<file path="src/rtl/bn_writeback_pkg.sv">
// Shared types and constants for the batch-norm writeback path.
package acc_pkg;

  localparam int LANE_W     = 16;
  localparam int LANES      = 4;
  localparam int BN_LAT_DEF = 13;

  typedef enum logic [2:0] {
    COLLECT,
    ISSUE,
    WAIT,
    WR0,
    WR1
  } state_t;

endpackage

</file>
<file path="src/rtl/bn_writeback_if.sv">
// Conv-result input, BN unit handshake and output SRAM write port.
interface bn_writeback_if #(parameter int ADDR_W = 13);
  import acc_pkg::*;

  logic                      in_valid;
  logic [LANE_W-1:0]         in_data;
  logic                      bn_start;
  logic [LANES*LANE_W-1:0]   bn_input;
  logic [LANES*LANE_W-1:0]   bn_output;
  logic                      sram_we;
  logic [ADDR_W-1:0]         sram_waddr;
  logic [2*LANE_W-1:0]       sram_wdata;

  modport master (
    output in_valid, in_data, bn_output,
    input  bn_start, bn_input, sram_we, sram_waddr, sram_wdata
  );

  modport slave (
    input  in_valid, in_data, bn_output,
    output bn_start, bn_input, sram_we, sram_waddr, sram_wdata
  );

endinterface

</file>
<file path="src/rtl/bn_writeback_sync_fifo.sv">
// Single-clock FIFO with registered pointers and combinational head read.
module sync_fifo #(
  parameter int WIDTH = 16,
  parameter int DEPTH = 8
) (
  input  logic             clk,
  input  logic             rst_n,
  input  logic             clr,
  input  logic             push,
  input  logic             pop,
  input  logic [WIDTH-1:0] din,
  output logic [WIDTH-1:0] dout,
  output logic             full,
  output logic             empty
);

  localparam int AW = $clog2(DEPTH);

  logic [WIDTH-1:0] mem [DEPTH];
  logic [AW-1:0]    wp, rp;
  logic [AW:0]      cnt;

  // Storage array; no reset needed since the pointers gate visibility.
  always_ff @(posedge clk) begin
    if (push) mem[wp] <= din;
  end

  // Pointer and occupancy tracking.
  always_ff @(posedge clk or negedge rst_n) begin
    if (!rst_n) begin
      wp  <= '0;
      rp  <= '0;
      cnt <= '0;
    end else if (clr) begin
      wp  <= '0;
      rp  <= '0;
      cnt <= '0;
    end else begin
      if (push) wp <= wp + AW'(1);
      if (pop)  rp <= rp + AW'(1);
      case ({push, pop})
        2'b10:   cnt <= cnt + (AW+1)'(1);
        2'b01:   cnt <= cnt - (AW+1)'(1);
        default: cnt <= cnt;
      endcase
    end
  end

  assign dout  = mem[rp];
  assign full  = (cnt == (AW+1)'(DEPTH));
  assign empty = (cnt == '0);

endmodule

</file>
<file path="src/rtl/bn_writeback.sv">
// Packs conv results into 4-lane groups, runs them through the BN unit
// and writes each 64-bit result to the output SRAM as two 32-bit words.
//
//   state   | meaning
//   COLLECT | pop FIFO entries into lanes 0..3
//   ISSUE   | bn_start pulse, bn_input holds the packed group
//   WAIT    | count down the BN latency, capture bn_output at terminal count
//   WR0     | write {lane1,lane0} at addr
//   WR1     | write {lane3,lane2} at addr+1, advance addr by 2
module bn_writeback
  import acc_pkg::*;
#(
  parameter int BN_LAT     = BN_LAT_DEF,
  parameter int FIFO_DEPTH = 8,
  parameter int ADDR_W     = 13
) (
  input  logic              clk,
  input  logic              rst_n,
  input  logic              clear,
  input  logic              flush,
  bn_writeback_if.slave     bus,
  output logic              busy,
  output logic              overflow,
  output logic [ADDR_W-1:0] wr_count
);

  state_t                        state;
  logic [1:0]                    nl;
  logic [LANES-1:0][LANE_W-1:0]  lanes, lanes_ins;
  logic [5:0]                    cnt;
  logic [2*LANE_W-1:0]           res_hi;
  logic [ADDR_W-1:0]             addr;
  logic [LANE_W-1:0]             fifo_dout;
  logic                          fifo_full, fifo_empty;
  logic                          flush_go, pop, push;

  // A flush only matters with a partial group; it takes the cycle, so no pop.
  assign flush_go = flush && (state == COLLECT) && (nl != 2'd0);
  assign pop      = (state == COLLECT) && !fifo_empty && !clear && !flush_go;
  assign push     = bus.in_valid && !clear && (!fifo_full || pop);
  assign busy     = (state != COLLECT) || !fifo_empty;

  sync_fifo #(.WIDTH(LANE_W), .DEPTH(FIFO_DEPTH)) u_fifo (
    .clk   (clk),
    .rst_n (rst_n),
    .clr   (clear),
    .push  (push),
    .pop   (pop),
    .din   (bus.in_data),
    .dout  (fifo_dout),
    .full  (fifo_full),
    .empty (fifo_empty)
  );

  // Lane vector with the FIFO head dropped into the next free slot.
  always_comb begin
    lanes_ins     = lanes;
    lanes_ins[nl] = fifo_dout;
  end

  // Sequencer with registered BN and SRAM outputs.
  always_ff @(posedge clk or negedge rst_n) begin
    if (!rst_n) begin
      state          <= COLLECT;
      nl             <= 2'd0;
      lanes          <= '0;
      cnt            <= '0;
      res_hi         <= '0;
      addr           <= '0;
      wr_count       <= '0;
      overflow       <= 1'b0;
      bus.bn_start   <= 1'b0;
      bus.bn_input   <= '0;
      bus.sram_we    <= 1'b0;
      bus.sram_waddr <= '0;
      bus.sram_wdata <= '0;
    end else if (clear) begin
      state        <= COLLECT;
      nl           <= 2'd0;
      lanes        <= '0;
      cnt          <= '0;
      res_hi       <= '0;
      addr         <= '0;
      wr_count     <= '0;
      overflow     <= 1'b0;
      bus.bn_start <= 1'b0;
      bus.sram_we  <= 1'b0;
    end else begin
      bus.bn_start <= 1'b0;
      bus.sram_we  <= 1'b0;
      if (bus.in_valid && fifo_full && !pop) overflow <= 1'b1;
      case (state)
        COLLECT: begin
          if (flush_go) begin
            bus.bn_input <= lanes;
            lanes        <= '0;
            nl           <= 2'd0;
            bus.bn_start <= 1'b1;
            state        <= ISSUE;
          end else if (pop) begin
            if (nl == 2'd3) begin
              bus.bn_input <= lanes_ins;
              lanes        <= '0;
              nl           <= 2'd0;
              bus.bn_start <= 1'b1;
              state        <= ISSUE;
            end else begin
              lanes <= lanes_ins;
              nl    <= nl + 2'd1;
            end
          end
        end
        ISSUE: begin
          cnt   <= 6'(BN_LAT - 1);
          state <= WAIT;
        end
        WAIT: begin
          if (cnt == 6'd0) begin
            res_hi         <= bus.bn_output[4*LANE_W-1:2*LANE_W];
            bus.sram_we    <= 1'b1;
            bus.sram_waddr <= addr;
            bus.sram_wdata <= bus.bn_output[2*LANE_W-1:0];
            state          <= WR0;
          end else begin
            cnt <= cnt - 6'd1;
          end
        end
        WR0: begin
          wr_count       <= wr_count + ADDR_W'(1);
          bus.sram_we    <= 1'b1;
          bus.sram_waddr <= addr + ADDR_W'(1);
          bus.sram_wdata <= res_hi;
          state          <= WR1;
        end
        WR1: begin
          wr_count <= wr_count + ADDR_W'(1);
          addr     <= addr + ADDR_W'(2);
          state    <= COLLECT;
        end
        default: state <= COLLECT;
      endcase
    end
  end

endmodule

</file>
<file path="src/flat_wrapper.sv">
// flat-port wrapper written by rule: the top's interface ports become plain ports
module bn_writeback_flat import acc_pkg::*;
#(
  parameter int BN_LAT     = BN_LAT_DEF,
  parameter int FIFO_DEPTH = 8,
  parameter int ADDR_W     = 13
)
  (clk, rst_n, clear, flush, busy, overflow, wr_count, bus_in_valid, bus_in_data, bus_bn_output, bus_bn_start, bus_bn_input, bus_sram_we, bus_sram_waddr, bus_sram_wdata);
  bn_writeback_if #(.ADDR_W(ADDR_W)) bus_i ();
  input  logic clk;
  input  logic rst_n;
  input  logic clear;
  input  logic flush;
  output logic busy;
  output logic overflow;
  output logic [ADDR_W-1:0] wr_count;
  input wire logic [$bits(bus_i.in_valid)-1:0] bus_in_valid;
  input wire logic [$bits(bus_i.in_data)-1:0] bus_in_data;
  input wire logic [$bits(bus_i.bn_output)-1:0] bus_bn_output;
  output wire logic [$bits(bus_i.bn_start)-1:0] bus_bn_start;
  output wire logic [$bits(bus_i.bn_input)-1:0] bus_bn_input;
  output wire logic [$bits(bus_i.sram_we)-1:0] bus_sram_we;
  output wire logic [$bits(bus_i.sram_waddr)-1:0] bus_sram_waddr;
  output wire logic [$bits(bus_i.sram_wdata)-1:0] bus_sram_wdata;
  assign bus_i.in_valid = bus_in_valid;
  assign bus_i.in_data = bus_in_data;
  assign bus_i.bn_output = bus_bn_output;
  assign bus_bn_start = bus_i.bn_start;
  assign bus_bn_input = bus_i.bn_input;
  assign bus_sram_we = bus_i.sram_we;
  assign bus_sram_waddr = bus_i.sram_waddr;
  assign bus_sram_wdata = bus_i.sram_wdata;
  bn_writeback #(.BN_LAT(BN_LAT), .FIFO_DEPTH(FIFO_DEPTH), .ADDR_W(ADDR_W)) u_core (.clk(clk), .rst_n(rst_n), .clear(clear), .flush(flush), .bus(bus_i), .busy(busy), .overflow(overflow), .wr_count(wr_count));
endmodule
</file>
<file path="config.mk">
export PLATFORM = sky130hd
export DESIGN_NAME = bn_writeback_flat
export DESIGN_NICKNAME = d
export VERILOG_FILES = /design/src/rtl/bn_writeback_pkg.sv /design/src/rtl/bn_writeback_if.sv /design/src/rtl/bn_writeback_sync_fifo.sv /design/src/rtl/bn_writeback.sv /design/src/flat_wrapper.sv
export SDC_FILE = /design/constraint.sdc
export NUM_CORES = 1
export LEC_CHECK = 0
export CAP_MARGIN = 20
export CORE_AREA = 3 3 195 197
export CTS_BUF_LIST = sky130_fd_sc_hd__clkbuf_8 sky130_fd_sc_hd__clkbuf_16
export CTS_CLUSTER_DIAMETER = 50
export DETAILED_ROUTE_END_ITERATION = 12
export DIE_AREA = 0 0 198 200
export PLACE_DENSITY = 0.75
export RECOVER_POWER = 100
export SETUP_SLACK_MARGIN = 0.3
export SLEW_MARGIN = 30
export SYNTH_ARGS = -nofsm -noshare
export SYNTH_HDL_FRONTEND = slang
export SYNTH_HIERARCHICAL = 1
export SYNTH_SLANG_ARGS = --single-unit
</file>
<file path="constraint.sdc">
create_clock -name clk -period 4.25 [get_ports clk]
set_clock_uncertainty 0.15 [all_clocks]
set_input_delay 0.85 -clock clk [delete_from_list [all_inputs] [get_ports clk]]
set_output_delay 0.85 -clock clk [all_outputs]
set_load 0.02 [all_outputs]
</file>
Yosys cells after proc, flatten, opt, wreduce, memory -nomap -nowiden. Memory sizes are Yosys's and may differ from the RTL's. Index checks and enable logic that the tools add are counted.

Add/sub/neg operators: 9. Order comparisons: 2. Equality and inequality tests: 13. Multiplexer cells: 54. Bitwise operators: 1. Reduce and logical (&&, ||, !) cells: 43.

Operators by type and width (number): 64-bit 2-to-1 mux (8); 32-bit 2-to-1 mux (4); 13-bit 2-to-1 mux (5); 64-bit bitwise mux (1); 32-bit one-hot mux with 2 select lines (1); 16-bit demux with 2-bit select (1); 3-bit 2-to-1 mux (9); 13-bit by 1-bit adder with 13-bit output, second input constant (2); 13-bit one-hot mux with 2 select lines (1); 2-bit nonzero test (12); 16-bit 2-to-1 mux (1); 13-bit by 2-bit adder with 13-bit output, second input constant (1); 6-bit 2-to-1 mux (2); 3-bit one-hot mux with 4 select lines (1); 6-bit one-hot mux with 2 select lines (1); 3-bit nonzero test (4); 1-bit 2-to-1 mux (11); 1-bit logical AND (10); 2-bit 2-to-1 mux (5); 4-bit one-hot mux with 2 select lines (1); 3-bit by 1-bit adder with 3-bit output, second input constant (2); 3-bit by 2-bit == test with 1-bit output, second input constant (2); 6-bit logical NOT (1); 2-bit AND reduction (3); other kinds (26) (33).

Bits in registers: 255. RAM bits: 128. Bits of input ports: 85. Output and inout bits: 126. Word-level logic and storage cells: 142. Memories: 1.

Memory list: u_core.u_fifo.mem (depth 8, bits a word 16, read ports 1, clocked after memory_dff 0, write ports 1, RTL line bn_writeback_sync_fifo.sv:19) `logic [WIDTH-1:0] mem [DEPTH];`.

Longest topological paths before layout.
Word-level depth: 10. Mapped depth: 14. Gate-level depth less buffers: 12.

Hierarchy. The synthesis kept the hierarchy.

By module, submodules not included: bn_writeback (instances 1, cells each 848, area each 10825.4 µm², sequential area each 6105.9 µm²); sync_fifo (instances 1, cells each 261, area each 5562.8 µm², sequential area each 4093.9 µm²).

Worst setup path after synthesis. No wires, ideal clock.

Kind: input -> register. Start point: input clear. End point: memory u_core.u_fifo.mem[0][0], enable pin. Setup time: 0.409 ns. Data arrival time: 3.327 ns. Required time: 3.691 ns. Slack: 0.364 ns. Stages on the path: 8. Path buffers: 2. Path through: buf_2 > nor2_1 > nand2_1 > o21ai_0 > nor2b_1 > buf_2 > nand2b_1 > nor3_1.

Cells in the longest elaborated chain, start to end: 7. Elaborated cells between the ends (all ways): 8. Those cells by class: mux (2); reduce/logical (6).

Ends and longest elaborated chain: from (decl) (RTL line flat_wrapper.sv:12) `input logic clear;`; 1-bit logical NOT * (RTL line bn_writeback.sv:39, bn_writeback.sv:40); 1-bit logical AND (2 in a row) (RTL line bn_writeback.sv:39) `assign pop = (state == COLLECT) && !fifo_empty && !clear && !flush_go;`; 1-bit logical OR (RTL line bn_writeback.sv:40) `assign push = bus.in_valid && !clear && (!fifo_full || pop);`; 1-bit logical AND * (RTL line bn_writeback.sv:40); via u_core.push (RTL line bn_writeback.sv:35) `logic flush_go, pop, push;`; 1-bit 2-to-1 mux * (RTL line bn_writeback_sync_fifo.sv:25) `if (push) mem[wp] <= din;`; 1-bit 2-to-1 mux (implied by the code) * (RTL line bn_writeback_sync_fifo.sv:25); to (decl) (RTL line bn_writeback_sync_fifo.sv:19).

Mark *: on every way through the listed nets, which the timed path passes. The rest lies on a longest branch.

Final worst setup path.
Start point: input flush. End point: register u_core/lanes[24] in the netlist's numbering.

Cells in the longest elaborated chain, start to end: 6. Elaborated cells between the ends (all ways): 9. Those cells by class: mux (3); reduce/logical (6).

Ends and longest elaborated chain: from (decl) (RTL line flat_wrapper.sv:13) `input logic flush;`; 1-bit logical AND * (2 in a row) (RTL line bn_writeback.sv:38) `assign flush_go = flush && (state == COLLECT) && (nl != 2'd0);`; 1-bit logical NOT (RTL line bn_writeback.sv:39); 1-bit logical AND (RTL line bn_writeback.sv:39); 3-bit nonzero test (no source line); 2-bit AND reduction (no source line); to (signal assigned) (RTL line bn_writeback.sv:108) `lanes <= lanes_ins;`; to (decl) (RTL line bn_writeback.sv:29) `logic [LANES-1:0][LANE_W-1:0] lanes, lanes_ins;`.

Every way passes the cells marked *; elsewhere a longest branch is shown, timed or not. The select of a mux whose other input is x is not followed. A chain may end at the register's enable or synchronous reset.

==> flow_summary_export.csv <==
group,metric,value,unit
synth,synth_adder_area_share,0.916,%
sta,fmax,267,MHz
global_routing,overall_fraction_of_global_route_tracks_in_use,19.2,%
placement,io_buffer_count,210,
floorplan,rows,70,
routing,residual_drc,0,
run_status,status,"finished, violations left",
synth,mean_instance_size_in_the_synthesized_netlist,14.8,um^2
power,p_leak,0.00890,uW
clock_tree,cts_repair_resize_count,0,
routing,post_drt_via_cell_ratio,5.54,
routing,vias,10130,
floorplan,floorplan.io_pins,211,
synth,syn_area,16400,um^2
global_routing,grt_pass1_vias,10481,
sta,portion_of_the_clock_cycle_consumed_by_the_worst_path_in_the_final_layout,88.1,%
routing,route.final.wire_length,38.1,mm
synth,synth.yosys.seq_area_share,62.2,%
clock_tree,worst_setup_hold_path_clk_slew,0.06,ns
synth,yosys_register_bits,382,
routing,detailedRoute.firstIterationViolations,674,
finish,drive_above_1_share,19.4,%
sta,period_needed,3.74,ns
sta,final_max_slew_viol_count,273,
synth,synth_top_area_share,38.8,%
setup_path,critical_path_peak_fanout,16,
min_path,hp-start,"u_core/bus.sram_wdata[21]$_DFFE_PN0P_",
floorplan,start_util,45.0,%
setup_path,crit_required,4.57,ns
synth,synth-async-reset-ratio,66.5,%
synth,synthesized_area_fraction_occupied_by_xor_and_xnor_cells,1.12,%
finish,n_fill_cell,2914,
placement,gp_congestion,0.823,
synth,synth_enable_flop_cells,128,
sta,timing_hold_violations_final,0,
synth,synthesized_net_count,1206,
setup_path,startpoint,"flush",
synth,synth_largest_area_cell,"sky130_fd_sc_hd__dfrtp_1",
floorplan,coreArea,36400,um^2
setup_path,crit_arrival,4.06,ns
clock_tree,cts_root_buf,"sky130_fd_sc_hd__clkbuf_16",
routing,drt_pre_antenna_iters,7,
synth,synthCells,1109,
synth,yosys_most_used_dff,"sky130_fd_sc_hd__dfrtp_1",
clock_tree,h-tree-depth,2,
clock_tree,cts-buffers-inserted,42,
global_routing,grt_max_degree,103,
finish,antenna-diode-count,0,
routing,wl_per_cell,20.9,um
clock_tree,tritoncts,"done",
synth,netlist_top_cells_area,"sky130_fd_sc_hd__dfrtp_1, sky130_fd_sc_hd__edfxtp_1, sky130_fd_sc_hd__mux2_2, sky130_fd_sc_hd__a22o_1, sky130_fd_sc_hd__mux4_1",
synth,post_synthesis_compound_gate_area_fraction,7.57,%
global_routing,remaining_overflow_grt,0,
sta,fin_setup_tns,0,ns
routing,ant_nets,0,
run_status,failed_checks,"capacitance limit, slew limit",
sta,setup_viol_count_final,0,
clock_tree,postCtsHoldBufs,0,
clock_tree,cts_max_path_buffers,3,
synth,yosys.cell_types.count,66,
floorplan,design.die.area,39600,um^2
setup_path,crit_path_end_kind,"flip-flop",
floorplan,dieWidth,198,um
global_routing,grt_antenna_before_repair,0,
sta,rsz_0062_raised_after_global_routing,"false",
clock_tree,postCtsSetupRepairBufs,0,
setup_path,critical_path_class,"input port to flip-flop",
sta,timing_worst_slew_pin_value,2.61,ns
clock_tree,worstSkewPairLatency,0.53,ns
sta,worst_case_headroom_to_the_max_slew_limit,-74.3,%
finish,layout-area-overhead-vs-synth,23.9,%
synth,synth_top_family_by_area,"multiplexers",
floorplan,fp.dieH,200,um
min_path,hold_path_class,"flip-flop to flip-flop",
synth,multiplexer_share_of_the_synthesized_area,18.3,%
synth,synth_simple_gate_area_share,7.26,%
placement,dp.final_hpwl,25.1,mm
finish,design.final.nets,1426,
synth,ys.warnings.count,6,
flow_run,cap_viol_max_count,7,
power,vdd_ir_drop_max,379,uV
sta,hold-worst-slack,0.332,ns
clock_tree,clock_sinks,382,
setup_path,startpoint_type,"input port",
global_routing,grt_pass1_wl,59.5,mm
setup_path,reg2reg_from,"u_core/nl[0]$_DFFE_PN0P_",
power,cellPowerDensity,579,nW/um^2
final timing paths:
| kind | cells past startpoint | slack [ns] | end |
|---|---|---|---|
| min in group asynchronous | 1 | 0.92 | u_core/bus.sram_wdata[9]$_DFFE_PN0P_ |
| max reg2reg | 7 | 0.52 | u_core/lanes[24]$_DFFE_PN0P_ |
| min | 1 | 0.33 | u_core/bus.sram_wdata[21]$_DFFE_PN0P_ |
| max in group asynchronous | 2 | 0.98 | u_core/bus.bn_input[45]$_DFFE_PN0P_ |
| max | 6 | 0.51 | u_core/lanes[24]$_DFFE_PN0P_ |
| min reg2reg | 1 | 0.33 | u_core/bus.sram_wdata[21]$_DFFE_PN0P_ |
critical path, cell delays in order:
cell                              delay, ns
sky130_fd_sc_hd__clkdlybuf4s50_1       0.42
sky130_fd_sc_hd__nand2b_1              0.11
sky130_fd_sc_hd__clkbuf_1              0.44
sky130_fd_sc_hd__nand4_1               0.25
sky130_fd_sc_hd__o21ai_0               1.64
sky130_fd_sc_hd__a22o_1                0.34
layout by cell type (no fill, tap or decap), types with 6 or more instances in the layout:
master	instances
sky130_fd_sc_hd__a21oi_1	17
sky130_fd_sc_hd__a22o_1	79
sky130_fd_sc_hd__and2_0	10
sky130_fd_sc_hd__and2_1	8
sky130_fd_sc_hd__and3_1	7
sky130_fd_sc_hd__buf_4	15
sky130_fd_sc_hd__bufinv_16	6
sky130_fd_sc_hd__clkbuf_1	9
sky130_fd_sc_hd__clkbuf_16	44
sky130_fd_sc_hd__clkbuf_2	6
sky130_fd_sc_hd__clkdlybuf4s50_1	66
sky130_fd_sc_hd__clkinv_2	7
sky130_fd_sc_hd__dfrtp_1	254
sky130_fd_sc_hd__dlygate4sd3_1	142
sky130_fd_sc_hd__edfxtp_1	128
sky130_fd_sc_hd__ha_1	12
sky130_fd_sc_hd__inv_1	20
sky130_fd_sc_hd__mux2_1	37
sky130_fd_sc_hd__mux2_2	152
sky130_fd_sc_hd__mux4_1	25
sky130_fd_sc_hd__mux4_2	7
sky130_fd_sc_hd__nand2_1	115
sky130_fd_sc_hd__nand3_1	8
sky130_fd_sc_hd__nand4_1	8
sky130_fd_sc_hd__nor2_1	39
sky130_fd_sc_hd__nor3_1	10
sky130_fd_sc_hd__nor4_1	6
sky130_fd_sc_hd__o21ai_0	11
sky130_fd_sc_hd__xnor2_1	7
sky130_fd_sc_hd__xor2_1	14
per-layer routing:
metal	vias up	part of all wire (%)	GRT usage, %
li1	4585	-	-
met1	5225	43	26.4
met2	255	49	31.1
met3	65	4.7	3.14
met4	0	3.0	6.87
met5	-	0	0
registers in the layout (all words and copies together) (netlist names), 4 cells and up:
| register | count |
|---|---|
| u_core/lanes | 64 |
| u_core/cnt | 6 |
| u_core/bus.sram_wdata | 32 |
| u_core/u_fifo/cnt | 4 |
| u_core/bus.sram_waddr | 13 |
| u_core/u_fifo/mem | 128 |
| u_core/bus.bn_input | 64 |
| u_core/wr_count | 13 |
| u_core/res_hi | 32 |
| u_core/addr | 12 |
metrics by stage:
step                cell area [um^2]  power (uW)  utilization, %  instances  worst slack, ns
floorplan                      16400        6810               -       1109            0.364
global placement               19000        8160            52.1       1752            0.700
detailed placement             19000        8260            52.2       1753            0.591
CTS                            20500       12100            56.2       1827            0.826
global route                   20300       12300            55.7       1827            0.329
finish                         20300       11800            55.7       1827            0.508
cell usage after synthesis, types with 4 or more instances:
cell	number
sky130_fd_sc_hd__dfrtp_1	254
sky130_fd_sc_hd__mux2_2	152
sky130_fd_sc_hd__edfxtp_1	128
sky130_fd_sc_hd__nand2_1	115
sky130_fd_sc_hd__a22o_1	79
sky130_fd_sc_hd__nor2_1	39
sky130_fd_sc_hd__mux2_1	37
sky130_fd_sc_hd__clkbuf_1	27
sky130_fd_sc_hd__mux4_1	25
sky130_fd_sc_hd__and2_1	18
sky130_fd_sc_hd__a21oi_1	17
sky130_fd_sc_hd__buf_2	17
sky130_fd_sc_hd__inv_1	15
sky130_fd_sc_hd__xor2_1	14
sky130_fd_sc_hd__buf_4	13
sky130_fd_sc_hd__ha_1	12
sky130_fd_sc_hd__nor3_1	9
sky130_fd_sc_hd__o21ai_0	9
sky130_fd_sc_hd__buf_6	8
sky130_fd_sc_hd__nand3_1	8
sky130_fd_sc_hd__nand4_1	8
sky130_fd_sc_hd__and3_1	7
sky130_fd_sc_hd__mux4_2	7
sky130_fd_sc_hd__xnor2_1	7
sky130_fd_sc_hd__mux2i_1	5
sky130_fd_sc_hd__nand2b_1	5
sky130_fd_sc_hd__nor4_1	5
sky130_fd_sc_hd__o31ai_1	5
sky130_fd_sc_hd__nor2b_1	4
sky130_fd_sc_hd__o2bb2ai_1	4
sky130_fd_sc_hd__or3_1	4
sky130_fd_sc_hd__or4_1	4
power breakdown:
| part | leakage [uW] | switching, uW | total (uW) | internal [uW] |
|---|---|---|---|---|
| sequential | 0.00458 | 349 | 4690 | 4340 |
| clock | 0.000735 | 1460 | 3770 | 2310 |
| combinational | 0.00358 | 1830 | 3300 | 1470 |
cell type report:
type                            count  area, um^2  share of cell area [%]
Clock buffer                       47        1140                    5.62
Timing Repair Buffer              241        2300                    11.3
Sequential cell                   382       10200                    50.2
Inverter                           15        56.3                   0.277
Tap cell                          468         586                    2.88
Clock inverter                     27         313                    1.54
Multi-Input combinational cell    647        5720                    28.1
logic make-up after synthesis:
logic type	after synthesis
flops	382
simple gates	243
mux	226
compound gates	145
buf+inv	80
xor+xnor	21
fa+ha+maj	12
(Power assumes the default switching activity.)
